==> src/rtl/multicycle_controller.sv <==
// Control FSM for the multicycle MIPS datapath with a mem_req/mem_ready handshake.
// Slow memory stalls FETCH, MEMRD and MEMWR; a long wait raises a single mem_timeout pulse.
module multicycle_controller #(
    parameter int MEM_WAIT_MAX = 15
) (
    input  logic       clk,
    input  logic       reset,
    input  logic [5:0] op,
    input  logic       zero,
    input  logic       mem_ready,
    output logic       mem_req,
    output logic       pcen,
    output logic       irwrite,
    output logic       iord,
    output logic       memwrite,
    output logic       regwrite,
    output logic       regdst,
    output logic       memtoreg,
    output logic       alusrca,
    output logic [1:0] alusrcb,
    output logic [1:0] pcsrc,
    output logic [1:0] aluop,
    output logic [3:0] state_o,
    output logic       mem_timeout
);

    localparam logic [3:0] FETCH   = 4'd0;
    localparam logic [3:0] DECODE  = 4'd1;
    localparam logic [3:0] MEMADR  = 4'd2;
    localparam logic [3:0] MEMRD   = 4'd3;
    localparam logic [3:0] MEMWB   = 4'd4;
    localparam logic [3:0] MEMWR   = 4'd5;
    localparam logic [3:0] RTYPEEX = 4'd6;
    localparam logic [3:0] RTYPEWB = 4'd7;
    localparam logic [3:0] BEQEX   = 4'd8;
    localparam logic [3:0] ADDIEX  = 4'd9;
    localparam logic [3:0] ADDIWB  = 4'd10;
    localparam logic [3:0] JEX     = 4'd11;

    localparam logic [5:0] OP_LW    = 6'b100011;
    localparam logic [5:0] OP_SW    = 6'b101011;
    localparam logic [5:0] OP_RTYPE = 6'b000000;
    localparam logic [5:0] OP_BEQ   = 6'b000100;
    localparam logic [5:0] OP_ADDI  = 6'b001000;
    localparam logic [5:0] OP_J     = 6'b000010;

    localparam int            CW        = (MEM_WAIT_MAX > 0) ? $clog2(MEM_WAIT_MAX + 1) : 1;
    localparam logic [CW-1:0] WAIT_MAX  = CW'(MEM_WAIT_MAX);
    localparam logic [CW-1:0] WAIT_LAST = WAIT_MAX - 1'b1;
    localparam logic          TMO_EN    = (MEM_WAIT_MAX > 0);

    logic [3:0]    state_reg, state_next;
    logic [CW-1:0] wait_cnt_reg;
    logic          timeout_reg;
    logic          mem_wait;

    assign mem_wait = ((state_reg == FETCH) || (state_reg == MEMRD) || (state_reg == MEMWR))
                      && !mem_ready;

    always_comb begin
        state_next = FETCH;
        case (state_reg)
            FETCH:   state_next = mem_ready ? DECODE : FETCH;
            DECODE: begin
                case (op)
                    OP_LW, OP_SW: state_next = MEMADR;
                    OP_RTYPE:     state_next = RTYPEEX;
                    OP_BEQ:       state_next = BEQEX;
                    OP_ADDI:      state_next = ADDIEX;
                    OP_J:         state_next = JEX;
                    default:      state_next = FETCH;
                endcase
            end
            MEMADR:  state_next = (op == OP_SW) ? MEMWR : MEMRD;
            MEMRD:   state_next = mem_ready ? MEMWB : MEMRD;
            MEMWR:   state_next = mem_ready ? FETCH : MEMWR;
            RTYPEEX: state_next = RTYPEWB;
            ADDIEX:  state_next = ADDIWB;
            default: state_next = FETCH;
        endcase
    end

    // The wait counter saturates at WAIT_MAX, so the pulse can fire only once per access.
    always_ff @(posedge clk or negedge reset) begin
        if (!reset) begin
            state_reg    <= FETCH;
            wait_cnt_reg <= '0;
            timeout_reg  <= 1'b0;
        end else begin
            state_reg <= state_next;
            if (mem_wait) begin
                if (wait_cnt_reg != WAIT_MAX)
                    wait_cnt_reg <= wait_cnt_reg + 1'b1;
            end else begin
                wait_cnt_reg <= '0;
            end
            timeout_reg <= TMO_EN && mem_wait && (wait_cnt_reg == WAIT_LAST);
        end
    end

    logic       req_d, pcwrite_d, branch_d, irwrite_d, iord_d, memwrite_d;
    logic       regwrite_d, regdst_d, memtoreg_d, alusrca_d;
    logic [1:0] alusrcb_d, pcsrc_d, aluop_d;

    always_comb begin
        req_d      = 1'b0;
        pcwrite_d  = 1'b0;
        branch_d   = 1'b0;
        irwrite_d  = 1'b0;
        iord_d     = 1'b0;
        memwrite_d = 1'b0;
        regwrite_d = 1'b0;
        regdst_d   = 1'b0;
        memtoreg_d = 1'b0;
        alusrca_d  = 1'b0;
        alusrcb_d  = 2'b00;
        pcsrc_d    = 2'b00;
        aluop_d    = 2'b00;
        case (state_reg)
            FETCH: begin
                req_d     = 1'b1;
                alusrcb_d = 2'b01;
                irwrite_d = mem_ready;
                pcwrite_d = mem_ready;
            end
            DECODE:  alusrcb_d = 2'b11;
            MEMADR: begin
                alusrca_d = 1'b1;
                alusrcb_d = 2'b10;
            end
            MEMRD: begin
                req_d  = 1'b1;
                iord_d = 1'b1;
            end
            MEMWB: begin
                memtoreg_d = 1'b1;
                regwrite_d = 1'b1;
            end
            MEMWR: begin
                req_d      = 1'b1;
                iord_d     = 1'b1;
                memwrite_d = mem_ready;
            end
            RTYPEEX: begin
                alusrca_d = 1'b1;
                aluop_d   = 2'b10;
            end
            RTYPEWB: begin
                regdst_d   = 1'b1;
                regwrite_d = 1'b1;
            end
            BEQEX: begin
                alusrca_d = 1'b1;
                aluop_d   = 2'b01;
                pcsrc_d   = 2'b01;
                branch_d  = 1'b1;
            end
            ADDIEX: begin
                alusrca_d = 1'b1;
                alusrcb_d = 2'b10;
            end
            ADDIWB:  regwrite_d = 1'b1;
            JEX: begin
                pcsrc_d   = 2'b10;
                pcwrite_d = 1'b1;
            end
            default: ;
        endcase
    end

    // Gating with reset forces every output low as soon as reset drops, before any clock edge.
    assign mem_req     = reset & req_d;
    assign pcen        = reset & (pcwrite_d | (branch_d & zero));
    assign irwrite     = reset & irwrite_d;
    assign iord        = reset & iord_d;
    assign memwrite    = reset & memwrite_d;
    assign regwrite    = reset & regwrite_d;
    assign regdst      = reset & regdst_d;
    assign memtoreg    = reset & memtoreg_d;
    assign alusrca     = reset & alusrca_d;
    assign alusrcb     = reset ? alusrcb_d : 2'b00;
    assign pcsrc       = reset ? pcsrc_d : 2'b00;
    assign aluop       = reset ? aluop_d : 2'b00;
    assign state_o     = state_reg;
    assign mem_timeout = reset & timeout_reg;

endmodule

==> config.mk <==
export PLATFORM = sky130hd
export DESIGN_NAME = multicycle_controller
export DESIGN_NICKNAME = d
export VERILOG_FILES = /design/src/rtl/multicycle_controller.sv
export SDC_FILE = /design/constraint.sdc
export NUM_CORES = 1
export LEC_CHECK = 0
export CAP_MARGIN = 20
export CORE_ASPECT_RATIO = 0.7
export CORE_MARGIN = 1
export CORE_UTILIZATION = 25
export DETAILED_ROUTE_END_ITERATION = 6
export PLACE_DENSITY_LB_ADDON = 0.1
export SETUP_SLACK_MARGIN = 0.02
export SYNTH_ARGS = -nofsm -noshare
export SYNTH_HDL_FRONTEND = slang
export SYNTH_SLANG_ARGS = --single-unit
==> constraint.sdc <==
create_clock -name clk -period 1.7 [get_ports clk]
set_clock_uncertainty 0.15 [all_clocks]
set_input_delay 0.255 -clock clk [delete_from_list [all_inputs] [get_ports clk]]
set_output_delay 0.255 -clock clk [all_outputs]
set_load 0.01 [all_outputs]
==> out/summary.txt, run 1 <==
Vias in the first global route: 982
Synthesized area: 873 um^2
Fill cell count: 320
Global-route wire length before repair: 4570 um
CP top delay family: simple AND/OR/NAND/NOR gates
Multi-input gate area: 691 um^2
Final setup TNS: -560 ps
Synth cell types: 44
Status: finished with violations
Largest net degree at the start of global routing: 11
Worst reg2reg endpoint: state_o[2]
Final RePlAce weighted congestion: 0.774
CP startpoint kind: register
Mapped Nets: 115
Min-Delay Path Class: in2async
CP bufs+invs: 1
Post-synth EDFFs: 0
Reg area: 230 um^2
Total number of vias: 991
Crit Path Class: reg2out
# diodes: 0
Fin util: 49.1%
Async S/R FF share, synth: 100%
Synth area leader: dfrtp_1
Critical Path Sink Type: output port
WL final: 2730 um
Most used DFF post-synth: dfrtp_1
Final Slew Violations: 0
Metal-1 WL: 1350 um
CTS tree: built
CORE AREA: 0.00323 mm^2
WP depth: 4
DRC: 0
R2R setup slack: 90 ps
Final setup vio count: 9
CTS Buffer Depth: 2
Final Worst Setup Slack: -133 ps
RSZ-0062 raised after global routing: true
Met2 WL post-DR: 1270 um
CP Cell Sequence: or3b_4, o21a_1, nor2_1, buf_2
Layout area overhead: 81.9%
Fin nets: 180
Clk_lat worst skew: 230 ps
Layout cells sized above 1: 53.3%
Total of warnings raised by yosys: 0
Pre-antenna DRT Iters: 4
Post-route clock period utilization: 108%
Yosys top cell area share: 25.8%
Post-DRT Antenna Nets: 0
Cells after Synth: 103
Final hold viol count: 0
Top layer in use: met3
Count of input and output buffers: 29
Die area: 0.00374 mm^2
Syn avg cell area: 8.48 um^2
Achievable frequency: 546 MHz
Failing checks: negative setup slack
Root Driver: clkbuf_8
Critical path's slowest cell: dfrtp_2
Most instantiated cells after synthesis: dfrtp_1 (9), nor2_1 (9), nor3_1 (6)
# rows: 17
Pwr/cell area: 1140 mW/mm^2
Required @ worst endpoint: 1290 ps
Total I/O pin count: 30
Post-synthesis sequential area ratio: 25.8%
Detail Placement HPWL: 1900 um
Max-Cap Viols: 0
Die X: 72.6 um
Initial Util: 27.0%
R2R cell count: 6
Shortest period the worst path allows: 1830 ps
Crit-path max cell delay: 440 ps
Critical Path Fanout Max: 5
Wire per inst: 12.7 um
Detailed router's first-iteration violation count: 25
H-Tree Depth: 1
Reg2reg start: state_o[1]
CTS Buf Count: 3
Placed Area: 0.00135 mm^2
Met3 routed WL: 106 um
Crit path DAT: 1430 ps
Maximum vdd ir drop: 0.480 mV
Design Power: 1800 uW
Die Ht: 51.5 um
Top cells by area, synth: dfrtp_1 (26%), nor3b_1 (4.3%), nor2_1 (3.9%), nand2b_1 (3.6%), nor3_1 (3.4%)
LEAKAGE: 0.000721 uW
Clock net sink count: 9
Via/cell ratio: 4.63
Clk slew on worst S/H paths: 50 ps
Initial antenna violation count: 0
Slew @ Worst Pin: 258 ps
Design area: 0.00159 mm^2
Total grt overflow: 0
Worst slew margin: 82.8%
Tot GR Track Use: 16.1%
Yosys reg bits: 9
Final Hold Slack: 87.9 ps
[per-stage QoR]
step / instances / worst slack [ps]
6_report: 214 / -133
5_1_grt: 214 / -200
4_1_cts: 211 / -133
3_5_place_dp: 195 / -506
3_3_place_gp: 195 / -514
2_1_floorplan: 103 / 44.0
[worst reg2reg max path, stage by stage, from the launching register on]
cell,delay [ps]
dfrtp_2,450
buf_6,150
buf_4,130
buf_4,150
and3b_1,170
o21ai_1,120
o221ai_1,140
[layout by cell type, fill, tap and decap left out, drive strengths merged, types with 5 or more instances in the layout]
cell           synthesis  layout
clkdlybuf4s50          0       8
buf                    8      54
nor3b                  5       5
dlygate4sd2            0       6
nor2                   9       9
nand2b                 5       5
dfrtp                  9       9
o21ai                  6       6
nor3                   8       8
[layout make-up]
class                   count  area share (%)
clock inverters             1           0.315
well taps                  47            3.70
multi-input cells          82            43.5
repair buffers             69            34.7
flip-flops and latches      9            14.5
clock buffers               3            2.60
inverters                   3           0.709
[logic make-up after synthesis]
kind of cell             Yosys count  synth area share (%)
flip-flops                         9                  25.8
adder cells (fa/ha/maj)            2                  2.86
XOR/XNOR                           5                  5.02
AO/OA/AOI/OAI                     20                  17.1
multiplexers                       2                  2.86
buffers and inverters             12                  8.02
AND/OR/NAND/NOR                   53                  38.4
[power breakdown]
group          switching (uW)  total, uW  leakage (uW)  internal, uW
sequential               79.0        346      0.000116           267
clock                    87.9        248     0.0000255           160
combinational             538       1210      0.000579           672
total                     705       1800      0.000721          1100
[worst max-delay path by stage]
stage / startpoint / to / slack [ps]
after detailed placement: reset / pcsrc[0] / -510
after global routing: state_o[3] / alusrca / -200
after global placement: reset / pcen / -510
after floorplan: state_o[2] / pcen / 40
after CTS: state_o[3] / alusrca / -130
final: state_o[3] / alusrca / -130
[timing repair]
action / in CTS / in global routing
setup endpoints to repair: 20 / 17
pin swaps: 7 / 4
resized for setup: 99 / 8
hold buffers: 1 / 0
setup buffers: 11 / 4
hold endpoints to repair: 2 / 0
[layer usage]
layer | GRT usage (%) | up-vias
li1 | - | 505
met4 | 2.94 | 0
met5 | 0 | -
met2 | 26.5 | 23
met1 | 22.0 | 463
met3 | 3.16 | 0
(Power assumes the default switching activity.)
==> inputs of run 2 (changes only) <==
--- a/config.mk
+++ b/config.mk
@@ -11,7 +11,7 @@
 export CORE_UTILIZATION = 25
 export DETAILED_ROUTE_END_ITERATION = 6
 export PLACE_DENSITY_LB_ADDON = 0.1
-export SETUP_SLACK_MARGIN = 0.02
+export SETUP_SLACK_MARGIN = 0.2
 export SYNTH_ARGS = -nofsm -noshare
 export SYNTH_HDL_FRONTEND = slang
 export SYNTH_SLANG_ARGS = --single-unit
==> constraint.sdc (replaced) <==
create_clock -name clk -period 1.5 [get_ports clk]
set_clock_uncertainty 0.15 [all_clocks]
set_input_delay 0.225 -clock clk [delete_from_list [all_inputs] [get_ports clk]]
set_output_delay 0.225 -clock clk [all_outputs]
set_load 0.01 [all_outputs]
==> run 2 against run 1 <==
The run still ends with negative setup slack left. Non-clock buffer count grew 24. Global-route usage grew 2.8 points. Via count grew 12%. Worst hold slack lost 34 ps. Critical path type unchanged. Critical endpoint unchanged.
==> out/summary.txt, run 2 (synthesis results as in run 1) <==
RSZ-0062 raised after global routing: true
CORE AREA: 0.00323 mm^2 (unchanged)
Total grt overflow: 0 (unchanged)
Layout cells sized above 1: 71.2% (+18 points)
H-Tree Depth: 1 (unchanged)
Die X: 72.6 um (unchanged)
Total number of vias: 1,114 (+12%)
# rows: 17 (unchanged)
Fin nets: 204 (+13%)
CP startpoint kind: register
WL final: 3310 um (+21%)
Slew @ Worst Pin: 353 ps (+94.8 ps)
CTS Buffer Depth: 2 (unchanged)
Detailed router's first-iteration violation count: 20 (-20%)
Max-Cap Viols: 0 (unchanged)
Final Worst Setup Slack: -404 ps (-271 ps)
Die area: 0.00374 mm^2 (unchanged)
Crit path DAT: 1530 ps (+100 ps)
LEAKAGE: 0.000888 uW (+23%)
Via/cell ratio: 4.68 (+1.1%)
Status: finished with violations
Min-Delay Path Class: in2async
Layout area overhead: 132%
Final Slew Violations: 0 (unchanged)
Clk slew on worst S/H paths: 50 ps (about the same)
Placement Setup Slack: -680 ps (-175 ps)
Critical Path Fanout Max: 3 (-2)
Final RePlAce weighted congestion: 0.795 (+2.7%)
R2R cell count: 6 (unchanged)
DRC: 0 (unchanged)
Post-route clock period utilization: 127%
Clk_lat worst skew: 240 ps (about the same)
Achievable frequency: 525 MHz
CTS tree: built
Largest net degree at the start of global routing: 11 (unchanged)
CTS Buf Count: 3 (unchanged)
Critical Path Sink Type: output port
Die Ht: 51.5 um (unchanged)
Required @ worst endpoint: 1120 ps (-170 ps)
Crit Path Class: reg2out
Final Hold Slack: 53.6 ps (-34.3 ps)
# diodes: 0 (unchanged)
Worst slew margin: 76.3% (-6.5 points)
Root Driver: clkbuf_8
Shortest period the worst path allows: 1900 ps
Initial antenna violation count: 0 (unchanged)
Most frequent cells in the layout: buf_4 (35), buf_6 (32), buf_2 (15)
Pre-antenna DRT Iters: 4 (unchanged)
Tot GR Track Use: 18.9% (+2.8 points)
Final hold viol count: 0 (unchanged)
Wire per inst: 13.9 um (+9.1%)
Clock net sink count: 9 (unchanged)
Commonest non-fill, non-tap cell in the layout: buf_4
Count of input and output buffers: 29 (unchanged)
Pwr/cell area: 1410 mW/mm^2 (+25%)
Vias in the first global route: 1,136 (+16%)
Failing checks: negative setup slack
Final setup vio count: 26 (+17)
Maximum vdd ir drop: 0.672 mV (+40%)
Post-DRT Antenna Nets: 0 (unchanged)
Initial Util: 27.0% (unchanged)
Total I/O pin count: 30 (unchanged)
Global-route wire length before repair: 5280 um (+15%)
Detail Placement HPWL: 2160 um (+14%)
==> run 2: changes by cell type in the layout (fill, tap and decap cells not counted), moves of 3 or more <==
cell	change
nor3_4	+3
buf_4	+7
nor2_2	+3
nor3_2	-3
nor2_1	-3
dlygate4sd2_1	-6
buf_6	+21
==> run 2: report_power, final <==
part / internal [uW] / switching [uW]
clock: 181 / 99.2
sequential: 302 / 59.0
combinational: 1270 / 953
total: 1750 / 1110
==> run 2: timing repair <==
| action | CTS | global route |
|---|---|---|
| hold buffers | 1 | 0 |
| pin swaps | 11 | 13 |
| endpoints found under the hold margin | 3 | 0 |
| endpoints found under the setup margin | 29 | 28 |
| buffers inserted | 21 | 6 |
| gates resized for setup | 135 | 16 |
==> run 2: routing by layer <==
layer | share of wire [%] | global-route usage (%) | up-vias | wire (um)
met5 | 0 | 0 | - | 0
met4 | 0.82 | 1.96 | 0 | 27
met3 | 4.1 | 6.51 | 2 | 135
met2 | 51 | 33.6 | 24 | 1680
met1 | 44 | 22.8 | 538 | 1470
li1 | - | - | 550 | -
==> run 2: path summary, 6_finish.rpt <==
check / start / end / slack (ps)
max: state_o[1] / alusrca / -400
min: reset / state_o[3] / 50
max reg2reg: state_o[1] / wait_cnt_reg[3] / -260
min reg2reg: wait_cnt_reg[3] / timeout_reg / 490
max in group asynchronous: reset / timeout_reg / 560
min in group clk: wait_cnt_reg[3] / timeout_reg / 490
==> run 2: cell type report <==
| type | instances | area, um^2 |
|---|---|---|
| inverter | 3 | 11.3 |
| clock buffer | 3 | 41.3 |
| sequential | 9 | 230 |
| multi-input combinational | 82 | 866 |
| timing repair buffer | 93 | 813 |
| clock inverter | 1 | 5.00 |
| fill | 272 | 1210 |
| tap | 47 | 58.8 |
==> run 2: worst max-delay path, stage by stage (launching register included) <==
cell and delay (ps):
dfrtp_2 360, buf_6 90, buf_6 90, or3b_4 390
o21a_1 120, nor2_2 100, buf_2 140
==> run 2: stage by stage <==
step                total power, uW  setup TNS, ps  util (%)  cell area [um^2]  std cells
CTS                            2580          -5010      58.5              1890        232
global placement               1750          -9810      48.1              1560        206
detailed placement             1770         -10020      48.1              1560        206
finish                         2860          -6230      62.7              2030        238
floorplan                      1160           -269         -              1020        103
global route                   3040          -7720      62.7              2030        238
